**config.mk**
```make
export PLATFORM = sky130hd
export DESIGN_NAME = mbm_mul_arbiter
export DESIGN_NICKNAME = d
export VERILOG_FILES = /design/src/rtl/mbm_mul_arbiter.sv
export SDC_FILE = /design/constraint.sdc
export NUM_CORES = 1
export LEC_CHECK = 0
export ABC_CLOCK_PERIOD_IN_PS = 6700
export CELL_PAD_IN_SITES_DETAIL_PLACEMENT = 0
export CELL_PAD_IN_SITES_GLOBAL_PLACEMENT = 1
export CORE_MARGIN = 2
export CORE_UTILIZATION = 25
export CTS_CLUSTER_SIZE = 12
export DETAILED_ROUTE_END_ITERATION = 6
export PLACE_DENSITY = 0.63
export SLEW_MARGIN = 25
export SYNTH_ARGS = -nofsm -noshare
export SYNTH_HDL_FRONTEND = slang
export SYNTH_SLANG_ARGS = --single-unit
```
**constraint.sdc**
```tcl
create_clock -name clk -period 6.7 [get_ports clk]
set_input_delay 1.005 -clock clk [delete_from_list [all_inputs] [get_ports clk]]
set_output_delay 1.005 -clock clk [all_outputs]
set_load 0.03 [all_outputs]
```
**src/rtl/mbm_mul_arbiter.sv**
```systemverilog
// rtl/mbm_mul_arbiter.sv - round-robin shared radix-4 Booth 16x16 multiplier, optional MBM_ARB_PRIO_EN
module mbm_mul_arbiter #(
    parameter int NREQ = 4,
    parameter int IDW  = 2
) (
    input  logic                 clk,
    input  logic                 rst,
    input  logic                 flush,
    input  logic [NREQ-1:0]      req_valid,
    output logic [NREQ-1:0]      req_ready,
    input  logic [16*NREQ-1:0]   req_a,
    input  logic [16*NREQ-1:0]   req_b,
    output logic                 rsp_valid,
    input  logic                 rsp_ready,
    output logic [IDW-1:0]       rsp_id,
    output logic [31:0]          rsp_product
);

    logic            s1_valid;
    logic [15:0]     s1_a;
    logic [15:0]     s1_b;
    logic [IDW-1:0]  s1_id;
    logic [IDW-1:0]  ptr;
    logic [IDW-1:0]  gnt;
    logic            found;
    logic            accept;
    logic            s2_load;
    logic            s1_free;
    logic [15:0]     sel_a;
    logic [15:0]     sel_b;
    logic [31:0]     prod;

    // Radix-4 Booth: eight recoded digits in {-2..+2}, summed modulo 2^32.
    function automatic logic [31:0] mbmt1(input logic [15:0] multiplier,
                                          input logic [15:0] multiplicand);
        logic [16:0] bx;
        logic [31:0] ae;
        logic [31:0] pp;
        logic [31:0] acc;
        bx  = {multiplier, 1'b0};
        ae  = {{16{multiplicand[15]}}, multiplicand};
        acc = '0;
        for (int i = 0; i < 8; i++) begin
            case (bx[2*i +: 3])
                3'b001, 3'b010: pp = ae;
                3'b011:         pp = ae << 1;
                3'b100:         pp = -(ae << 1);
                3'b101, 3'b110: pp = -ae;
                default:        pp = '0;
            endcase
            acc = acc + (pp << (2*i));
        end
        return acc;
    endfunction

    assign s2_load = s1_valid & (~rsp_valid | rsp_ready);
    assign s1_free = ~s1_valid | s2_load;
    assign accept  = found & s1_free & ~flush & ~rst;
    assign prod    = mbmt1(s1_b, s1_a);

    always_comb begin
        int idx;
`ifdef MBM_ARB_PRIO_EN
        int start;
`endif
        found = 1'b0;
        gnt   = '0;
        idx   = 0;
`ifdef MBM_ARB_PRIO_EN
        start = (ptr == '0) ? 1 : int'(ptr);
        if (req_valid[0]) begin
            found = 1'b1;
        end else begin
            // Index 0 is excluded from the rotation; wrap within 1..NREQ-1.
            for (int k = 0; k < NREQ-1; k++) begin
                idx = start + k;
                if (idx >= NREQ) idx = idx - (NREQ - 1);
                if (!found && req_valid[idx[IDW-1:0]]) begin
                    found = 1'b1;
                    gnt   = idx[IDW-1:0];
                end
            end
        end
`else
        for (int k = 0; k < NREQ; k++) begin
            idx = int'(ptr) + k;
            if (idx >= NREQ) idx = idx - NREQ;
            if (!found && req_valid[idx[IDW-1:0]]) begin
                found = 1'b1;
                gnt   = idx[IDW-1:0];
            end
        end
`endif
    end

    always_comb begin
        req_ready = '0;
        sel_a     = '0;
        sel_b     = '0;
        for (int i = 0; i < NREQ; i++) begin
            if (gnt == IDW'(i)) begin
                sel_a = req_a[16*i +: 16];
                sel_b = req_b[16*i +: 16];
                if (accept) req_ready[i] = 1'b1;
            end
        end
    end

    always_ff @(posedge clk or posedge rst) begin
        if (rst) begin
            s1_valid    <= 1'b0;
            s1_a        <= '0;
            s1_b        <= '0;
            s1_id       <= '0;
            ptr         <= '0;
            rsp_valid   <= 1'b0;
            rsp_id      <= '0;
            rsp_product <= '0;
        end else if (flush) begin
            s1_valid  <= 1'b0;
            rsp_valid <= 1'b0;
        end else begin
            if (s2_load) begin
                rsp_valid   <= 1'b1;
                rsp_id      <= s1_id;
                rsp_product <= prod;
            end else if (rsp_ready) begin
                rsp_valid <= 1'b0;
            end
            if (s1_free) s1_valid <= accept;
            if (accept) begin
                s1_a  <= sel_a;
                s1_b  <= sel_b;
                s1_id <= gnt;
`ifdef MBM_ARB_PRIO_EN
                if (gnt != '0)
                    ptr <= (gnt == IDW'(NREQ-1)) ? '0 : gnt + 1'b1;
`else
                ptr <= (gnt == IDW'(NREQ-1)) ? '0 : gnt + 1'b1;
`endif
            end
        end
    end

endmodule

```
== Word level (Yosys, flattened, before mapping) ==
Cells that the tools add are included.

* $add $sub $neg: 17
* Reductions and logical operators: 25
* Mux-type cells: 47
* Order comparisons: 8
* Equal/unequal tests: 48
* Bitwise gates (word level): 10

{| class="wikitable"
|+ Operators by type and width
! operator !! number
|-
| adder 32 bit || 7
|-
| 2-to-1 mux 16 bit || 8
|-
| one-hot mux 30 bit (4 select lines) || 1
|-
| one-hot mux 28 bit (4 select lines) || 1
|-
| one-hot mux 26 bit (4 select lines) || 1
|-
| one-hot mux 24 bit (4 select lines) || 1
|-
| one-hot mux 32 bit (3 select lines) || 1
|-
| one-hot mux 22 bit (4 select lines) || 1
|-
| one-hot mux 20 bit (4 select lines) || 1
|-
| one-hot mux 18 bit (4 select lines) || 1
|-
| negation 32 bit || 2
|-
| == test 3 bit (second input constant) || 21
|-
| == test 3 x 2 -> 1 bit (second input constant) || 14
|-
| OR reduction 2 bit || 14
|-
| == test 3 x 1 -> 1 bit (second input constant) || 7
|-
| 2-to-1 mux 1 bit || 18
|-
| 2-to-1 mux 2 bit || 9
|-
| < comparator 2 x 3 -> 1 bit (second input constant) || 4
|-
| >= comparator 3 bit (second input constant) || 3
|-
| binary-select mux 1 bit (select 2 bit) || 4
|-
| == test 2 bit (second input constant) || 4
|-
| subtractor 2 x 1 -> 2 bit (second input constant) || 4
|-
| adder 2 x 2 -> 3 bit (second input constant) || 2
|-
| bitwise AND 1 bit || 4
|-
| 12 further kinds || 22
|}

* Input bits: 136
* Output and inout port bits: 39
* Register bits after elaboration: 72

== Depth between registers and ports, before layout ==
Gate-level depths: netlist of the first run.

* Word-level depth: 19
* Gate-level depth with buffers: 31

== Least setup slack after synthesis of the first run ==
Ideal clock, no wire load.

* Path kind: register to register
* Start: register s1_a[0]
* End: register rsp_product[30]
* Required time: 6.565 ns
* Setup time: 0.135 ns
* Buffers on the path: 4
* Slack: -0.310 ns
* Arrival time: 6.875 ns
* Cell stages (with the launch flop): 28
* Clock period less this slack: 7.010 ns
* Cell sequence: dfrtp_1 > buf_6 > or3_4 > buf_6 > nor4b_4 > and2_4 > buf_6 > inv_1 > ha_1 > inv_1 > clkbuf_1 > a21oi_1 > mux2i_1 > fa_1 > fa_1 > fa_1 > fa_1 > ha_1 > a21o_1 > a21oi_1 > nor2_1 > a311oi_1 > nor4b_1 > a211oi_1 > o21ai_0 > a21oi_1 > xor2_1 > o21ai_0

* Word-level cells in the longest chain between the ends: 9
* Elaborated cells between the ends (all ways): 17
* Those cells by class: add/sub (9); mux (8)

{| class="wikitable"
|+ Ends and longest elaborated chain
! what !! line !! RTL
|-
| start, declared || 20 || <nowiki>logic [15:0] s1_a;</nowiki>
|-
| start signal, assigned || 132 || <nowiki>s1_a <= sel_a;</nowiki>
|-
| negation 32 bit (on tied branches) || 48, 47 ||
|-
| one-hot mux 30 bit (4 select lines) / one-hot mux 32 bit (3 select lines) (equally long branches) || 44 || <nowiki>case (bx[2*i +: 3])</nowiki>
|-
| adder 32 bit (6 in series) || 51 || <nowiki>acc = acc + (pp << (2*i));</nowiki>
|-
| adder 32 bit * || 51 ||
|-
| end signal, assigned || 126 || <nowiki>rsp_product <= prod;</nowiki>
|-
| end, declared || 16 || <nowiki>output logic [31:0] rsp_product</nowiki>
|}

Every way passes the cells marked *; elsewhere a longest branch is shown, timed or not.
A chain may end at the register's enable or synchronous reset.

== Final worst setup path of the first run ==
* Start: register s1_a[0]
* End: register rsp_product[31]

Same word-level chain as after synthesis.

==> metrics.md, run 1 <==
| Metric | Value |
|---|---|
| Setup-failing EPs final | `0` |
| Worst hold path cell count | `2` |
| Starting Density | `25.1%` |
| Number of synthesized flops with an enable pin | `0` |
| RD Place Congestion | `0.969` |
| Worst EP arrival | `6.86 ns` |
| Clk Latency, worst-skew pair | `0.38 ns` |
| Vias per inst | `5.28` |
| Post-synthesis cell area | `0.0148 mm2` |
| Startpoint type of the worst setup path | `flip-flop` |
| Final TNS setup | `0 ns` |
| Cell mode on critical path | `fa_1` |
| Post-Syn Nets | `2363` |
| FP Rows | `89` |
| Post-Synthesis Cells | `2043` |
| Mean Syn Cell Area | `7.22 um2` |
| Starting DRC count in detailed routing | `1618` |
| Final hold violations | `0` |
| Core area | `0.0587 mm2` |
| Antenna violations before repair | `1` |
| CTS max path bufs | `2` |
| Unrepaired setup endpoints after global routing | `yes` |
| DR vias | `15921` |
| Worst path required time | `6.94 ns` |
| Layout area overhead | `28.5%` |
| RR Endpoint | `rsp_product[31]` |
| Drc violations | `0` |
| Die Ht | `247 um` |
| Clock slew at reported path FFs | `0.06 ns` |
| Sequential element share of the synthesized area | `12.2%` |
| Slowest Stage Delay on Critical Path | `0.55 ns` |
| Antenna-violating nets left | `0` |
| Pin count of the biggest net entering global routing | `66` |
| Asr flop ratio synth | `100%` |
| Fillers | `6352` |
| Worst slew pin tran | `1.08 ns` |
| Ratio of cells with drive above 1 in the final layout | `15.2%` |
| Worst hold start | `rsp_product[23]` |
| CP Max Fanout | `9` |
| Period utilisation layout | `98.8%` |
| H-tree depth | `3` |
| End of the worst hold path | `rsp_product[23]` |
| Reg2reg setup slack | `0.08 ns` |
| Crit-path slowest cell | `fa_1` |
| DRT Pass-1 Iters | `6` |
| # port buffers | `174` |
| CP Class | `reg -> reg` |
| Worst R2R Path Depth | `26` |
| Endpoint class of the critical path | `flip-flop` |
| Vias in the first global route | `15562` |
| IO Count | `175` |
| Max frequency | `151 MHz` |
| Max Cap Viol | `0` |
| First-pass GRT wire length | `96800 um` |
| Die Wd | `247 um` |
| Hpwl dp | `52000 um` |
| Routed wire length | `64700 um` |
| Die ar. | `0.0610 mm2` |
| Worst slew margin | `27.8%` |
| Skew final | `0.00954 ns` |
| CTS Buf Count | `9` |
| Clock Tree Root | `clkbuf_16` |
| Slew Limit Fails | `0` |
| Total gr overflow | `0` |
| CTS tree | `built` |
| Main synth FF type | `dfrtp_1` |
| Post-layout minimum cycle time | `6.62 ns` |
| Worst min path class | `reg -> reg` |
| Post-CTS Hold Fix Bufs | `0` |
| Status | `completed` |
| Clock Sinks | `72` |
| Total global routing track utilization | `21.1%` |
| WL/cell | `21.5 um` |
| Critical R2R Launch | `s1_a[0]` |
| Flops & latches, synth | `72` |
| Nets | `2559` |
| Synth warn | `0` |
| Distinct cell type count of the synthesized netlist | `71` |
-- Yosys cell counts (4+ instances only) --
library cell | n | area [um2]
nand3_1 | 16 | 80.1
nand3b_1 | 4 | 30.0
inv_1 | 164 | 616
nor2_1 | 177 | 664
nor3_1 | 12 | 60.1
xnor2_1 | 45 | 394
fa_1 | 131 | 2620
nand2_1 | 253 | 950
a211oi_1 | 41 | 308
clkbuf_1 | 171 | 642
o21bai_1 | 7 | 52.6
o31ai_1 | 8 | 60.1
a31o_2 | 5 | 43.8
or3_1 | 4 | 25.0
a221oi_1 | 23 | 201
o211ai_1 | 30 | 225
xor2_1 | 25 | 219
a21oi_1 | 213 | 1070
a22o_1 | 4 | 35.0
nor2b_1 | 7 | 43.8
a311oi_1 | 7 | 61.3
o21ai_0 | 254 | 1270
buf_6 | 4 | 45.0
a31oi_1 | 22 | 138
dfrtp_1 | 72 | 1800
o21a_1 | 14 | 105
a21o_1 | 16 | 120
a221o_1 | 40 | 400
and2_1 | 6 | 37.5
o22ai_1 | 27 | 169
nand2b_1 | 11 | 68.8
mux2_2 | 23 | 259
ha_1 | 53 | 663
a22oi_1 | 17 | 128
buf_1 | 30 | 113
a32oi_1 | 7 | 61.3
a211o_1 | 7 | 61.3
mux2i_1 | 36 | 360
clkinv_1 | 4 | 15.0
nor4_1 | 4 | 25.0
-- worst max path at each step --
stage                        from              end  slack (ns)  cells after the start
after global placement    s1_a[0]  rsp_product[31]      -0.006                     23
final                     s1_a[0]  rsp_product[31]        0.08                     26
after global routing      s1_a[1]  rsp_product[31]       -0.18                     29
after CTS                 s1_a[0]  rsp_product[31]        0.03                     26
after floorplan           s1_a[0]  rsp_product[31]        0.03                     27
after detailed placement  s1_a[0]  rsp_product[31]       -0.04                     25
-- stage by stage --
step                utilization (%)  area (um2)  hold WS (ns)  instances  setup WS [ns]
floorplan                         -       14800         0.446       2043         0.0291
global placement               31.2       18300         0.466       2994       -0.00575
detailed placement             31.2       18300         0.470       2994        -0.0439
CTS                            31.8       18700         0.483       3011         0.0271
global route                   32.3       19000         0.500       3017         -0.177
finish                         32.3       19000         0.474       3018         0.0782
-- cell type report --
type                            count  area, um2  share of cell area, %
Clock inverter                      6       67.6                  0.356
Sequential cell                    72       1810                   9.53
Tap cell                          773        967                   5.10
Clock buffer                       10        229                   1.21
Inverter                          168        636                   3.35
Timing Repair Buffer              390       3400                   17.9
Antenna cell                        1       2.50                 0.0132
Multi-Input combinational cell   1598      11900                   62.5
-- worst max-delay path, delay by kind of cell, from the launching register on --
kind / cells / cell delay [ns]
simple gates: 8 / 1.16
fa+ha+maj: 6 / 2.69
xor+xnor: 2 / 0.31
compound gates: 6 / 1.33
flops: 1 / 0.38
buf+inv: 4 / 0.60
-- state kept, by name, summed over array words and instances, names as in the netlist --
signal,count
s1_b,16
rsp_product,32
ptr,2
s1_a,16
rsp_id,2
s1_id,2
s1_valid,1
rsp_valid,1
-- cell usage in the layout (no fill, tap or decap), types with 9 or more instances in the layout --
cell type,count
ha_1,47
o21a_1,14
nor2_1,175
inv_1,161
clkbuf_16,9
mux2_2,23
clkdlybuf4s50_1,174
fa_1,126
nand3_1,16
o211ai_1,30
xnor2_1,35
a221oi_1,22
xor2_1,24
a21oi_1,199
a22oi_1,17
dfrtp_1,68
nand2b_1,10
o21ai_1,11
a21oi_2,15
a211oi_1,40
xnor2_2,10
nand2_1,252
buf_4,212
mux2i_1,36
a221o_1,40
o22ai_1,27
a31oi_1,21
a21o_1,16
o21ai_0,244
nor3_1,9
-- cells by family (layout without fill, tap and decap cells) --
kind of cell	count (synthesis)	count (layout)	share of synthesized area [%]
AO/OA/AOI/OAI	772	772	32.6
AND/OR/NAND/NOR	510	510	14.4
buffers and inverters	373	574	9.69
adder cells (fa/ha/maj)	184	184	22.3
flip-flops	72	72	12.2
XOR/XNOR	71	71	4.26
multiplexers	61	61	4.50
other	0	1	0
-- layer usage --
layer / share of wire (%) / up-vias / wire, um / track usage [%]
met3: 9.1 / 94 / 5870 / 5.10
met2: 43 / 747 / 27700 / 32.4
li1: - / 7543 / - / -
met1: 44 / 7537 / 28800 / 28.7
met5: 0 / - / 0 / 0
met4: 3.7 / 0 / 2380 / 7.71
-- repair_timing --
action | in CTS | in global routing
endpoints found under the hold margin | 0 | 0
endpoints found under the setup margin | 2 | 12
gates resized for setup | 4 | 60
pin swaps | 0 | 12
setup buffers | 1 | 6
Power of run 1 is left out: the tool's default activity adds up to more than one toggle a clock period on the data nets, which glitch-free logic cannot reach.
==> inputs of run 2 (changes only) <==
Settings changed: ABC_CLOCK_PERIOD_IN_PS 6700 to 7400, DONT_BUFFER_PORTS set to 1, PLACE_DENSITY 0.63 to 0.55.
Clock period 6.7 ns to 7.4 ns, I/O delays scaled along.
==> metrics.md, run 2 (synthesized netlist as in run 1, its figures left out) <==
| Metric | Value |
|---|---|
| Status | `completed (unchanged)` |
| Worst setup margin | `0.458 ns (was 0.0782 ns)` |
| Startpoint type of the worst setup path | `flip-flop (unchanged)` |
| Ratio of cells with drive above 1 in the final layout | `10.1% (was 15.2%)` |
| Die Wd | `247 um (unchanged)` |
| IO Count | `175 (unchanged)` |
| Starting DRC count in detailed routing | `1574 (was 1618)` |
| Vias per inst | `5.53 (was 5.28)` |
| Final TNS setup | `0 ns (unchanged)` |
| Pin count of the biggest net entering global routing | `67 (was 66)` |
| Layout area overhead | `10.0% (was 28.5%)` |
| RD Place Congestion | `0.951 (was 0.969)` |
| Post-layout minimum cycle time | `6.94 ns (was 6.62 ns)` |
| Setup-failing EPs final | `0 (unchanged)` |
| CP Max Fanout | `5 (was 9)` |
| Period utilisation layout | `93.8% (was 98.8%)` |
| CTS tree | `built (unchanged)` |
| Max Cap Viol | `0 (unchanged)` |
| Clock Tree Root | `clkbuf_16 (unchanged)` |
| Starting Density | `25.1% (unchanged)` |
| Antenna-violating nets left | `0 (unchanged)` |
| Regs by FF count | `rsp_product (32), s1_a (16), s1_b (16) (unchanged)` |
| Endpoint class of the critical path | `flip-flop (unchanged)` |
| Unrepaired setup endpoints after global routing | `no (was yes)` |
| Vias in the first global route | `14738 (was 15562)` |
| Most frequent cells in the layout | `nand2_1 (253), o21ai_0 (253), a21oi_1 (213) (was nand2_1 (252), o21ai_0 (244), buf_4 (212))` |
| Worst slew pin tran | `1.07 ns (was 1.08 ns)` |
| WL/cell | `23.9 um (was 21.5 um)` |
| Hpwl dp | `51100 um (was 52000 um)` |
| Nets | `2290 (was 2559)` |
| Clock Sinks | `72 (unchanged)` |
| Total global routing track utilization | `21.5% (was 21.1%)` |
| Largest register by flop count | `rsp_product (unchanged)` |
| FP Rows | `89 (unchanged)` |
| Clk Latency, worst-skew pair | `0.39 ns (was 0.38 ns)` |
| Slew Limit Fails | `0 (unchanged)` |
| Total gr overflow | `0 (unchanged)` |
| Postcts setup bufs | `0 (was 1)` |
| Worst R2R Path Depth | `25 (was 26)` |
| Worst EP arrival | `7.19 ns (was 6.86 ns)` |
| Fin util | `27.7% (was 32.3%)` |
| CTS Buf Count | `9 (unchanged)` |
| Die Ht | `247 um (unchanged)` |
| Core area | `0.0587 mm2 (unchanged)` |
| Final hold violations | `0 (unchanged)` |
| Worst min path class | `reg -> reg (unchanged)` |
| Worst slew margin | `28.3% (was 27.8%)` |
| CP Class | `reg -> reg (unchanged)` |
| H-tree depth | `3 (unchanged)` |
| Die ar. | `0.0610 mm2 (unchanged)` |
| Worst hold path cell count | `2 (unchanged)` |
| CTS max path bufs | `2 (unchanged)` |
| # port buffers | `0 (was 174)` |
| Drc violations | `0 (unchanged)` |
| DR vias | `15219 (was 15921)` |
| Pre-CTS setup slack | `0.322 ns (was -0.0439 ns)` |
| Worst path required time | `7.64 ns (was 6.94 ns)` |
| DRT Pass-1 Iters | `6 (unchanged)` |
| Antenna violations before repair | `6 (was 1)` |
| Clock slew at reported path FFs | `0.07 ns (was 0.06 ns)` |
| Routed wire length | `65800 um (was 64700 um)` |
| Skew final | `0.0185 ns (was 0.00954 ns)` |
| Max frequency | `144 MHz (was 151 MHz)` |
| First-pass GRT wire length | `97100 um (was 96800 um)` |
| Max FFs per register | `32 (unchanged)` |
## run 2: cell types whose count changed in the layout (fill, tap and decap cells not counted), sizes merged
cell / delta
clkdlybuf4s50: -174
clkinvlp: -2
buf: -95
diode: +5
clkbuf: +1
bufinv: +1
## run 2: per-stage QoR
step                area [um2]  cells  hold slack (ns)
finish                   16200   2754            0.495
global route             16200   2753            0.540
CTS                      16200   2748            0.496
detailed placement       15900   2732            0.480
global placement         15900   2732            0.477
floorplan                14800   2043            0.446
## run 2: layout make-up
cell class	instances	area, um2
Antenna cell	6	15.0
Clock buffer	11	243
Clock inverter	5	81.3
Fill cell	6421	42400
Inverter	168	632
Multi-Input combinational cell	1598	11600
Sequential cell	72	1810
Tap cell	773	967
Timing Repair Buffer	121	921
## run 2: worst max-delay path, cell delays in order (launching register included)
cell,delay (ns)
dfrtp_1,0.40
inv_1,0.09
ha_1,0.17
nor4b_2,0.25
nand2_1,0.16
buf_4,0.17
nor3_1,0.26
xnor2_1,0.30
a21oi_1,0.16
nor2_1,0.12
a21oi_1,0.05
o21ai_0,0.41
fa_1,0.54
fa_1,0.47
fa_1,0.51
fa_1,0.49
ha_1,0.41
and3_1,0.24
and3_1,0.16
a21oi_1,0.11
o41a_1,0.46
o31ai_1,0.34
nor4_1,0.08
nor3_1,0.23
xnor2_1,0.15
o21ai_1,0.07
## run 2: timing repair
action | 4_1_cts | 5_1_grt
gates resized for setup | 0 | 7
setup endpoints to repair | 0 | 3
hold buffers | 0 | 0
## run 2: final timing paths
kind	endpoint	startpoint	slack [ns]
worst max register to register	rsp_product[31]	s1_a[1]	0.46
worst min-delay path	s1_id[1]	s1_id[1]	0.49
max in group asynchronous	rsp_product[21]	rst	5.74
worst min register to register	s1_id[1]	s1_id[1]	0.49
min in group asynchronous	rsp_id[1]	rst	0.66
worst max-delay path	rsp_product[31]	s1_a[1]	0.46
## run 2: per-layer routing
metal	vias to the layer above	share of wire (%)	global-route usage (%)
met5	-	0	0
met4	0	3.3	7.32
met3	107	9.2	4.76
met2	767	42	32.5
met1	7337	45	29.9
li1	7008	-	-
Power of run 2 is left out for the same reason.
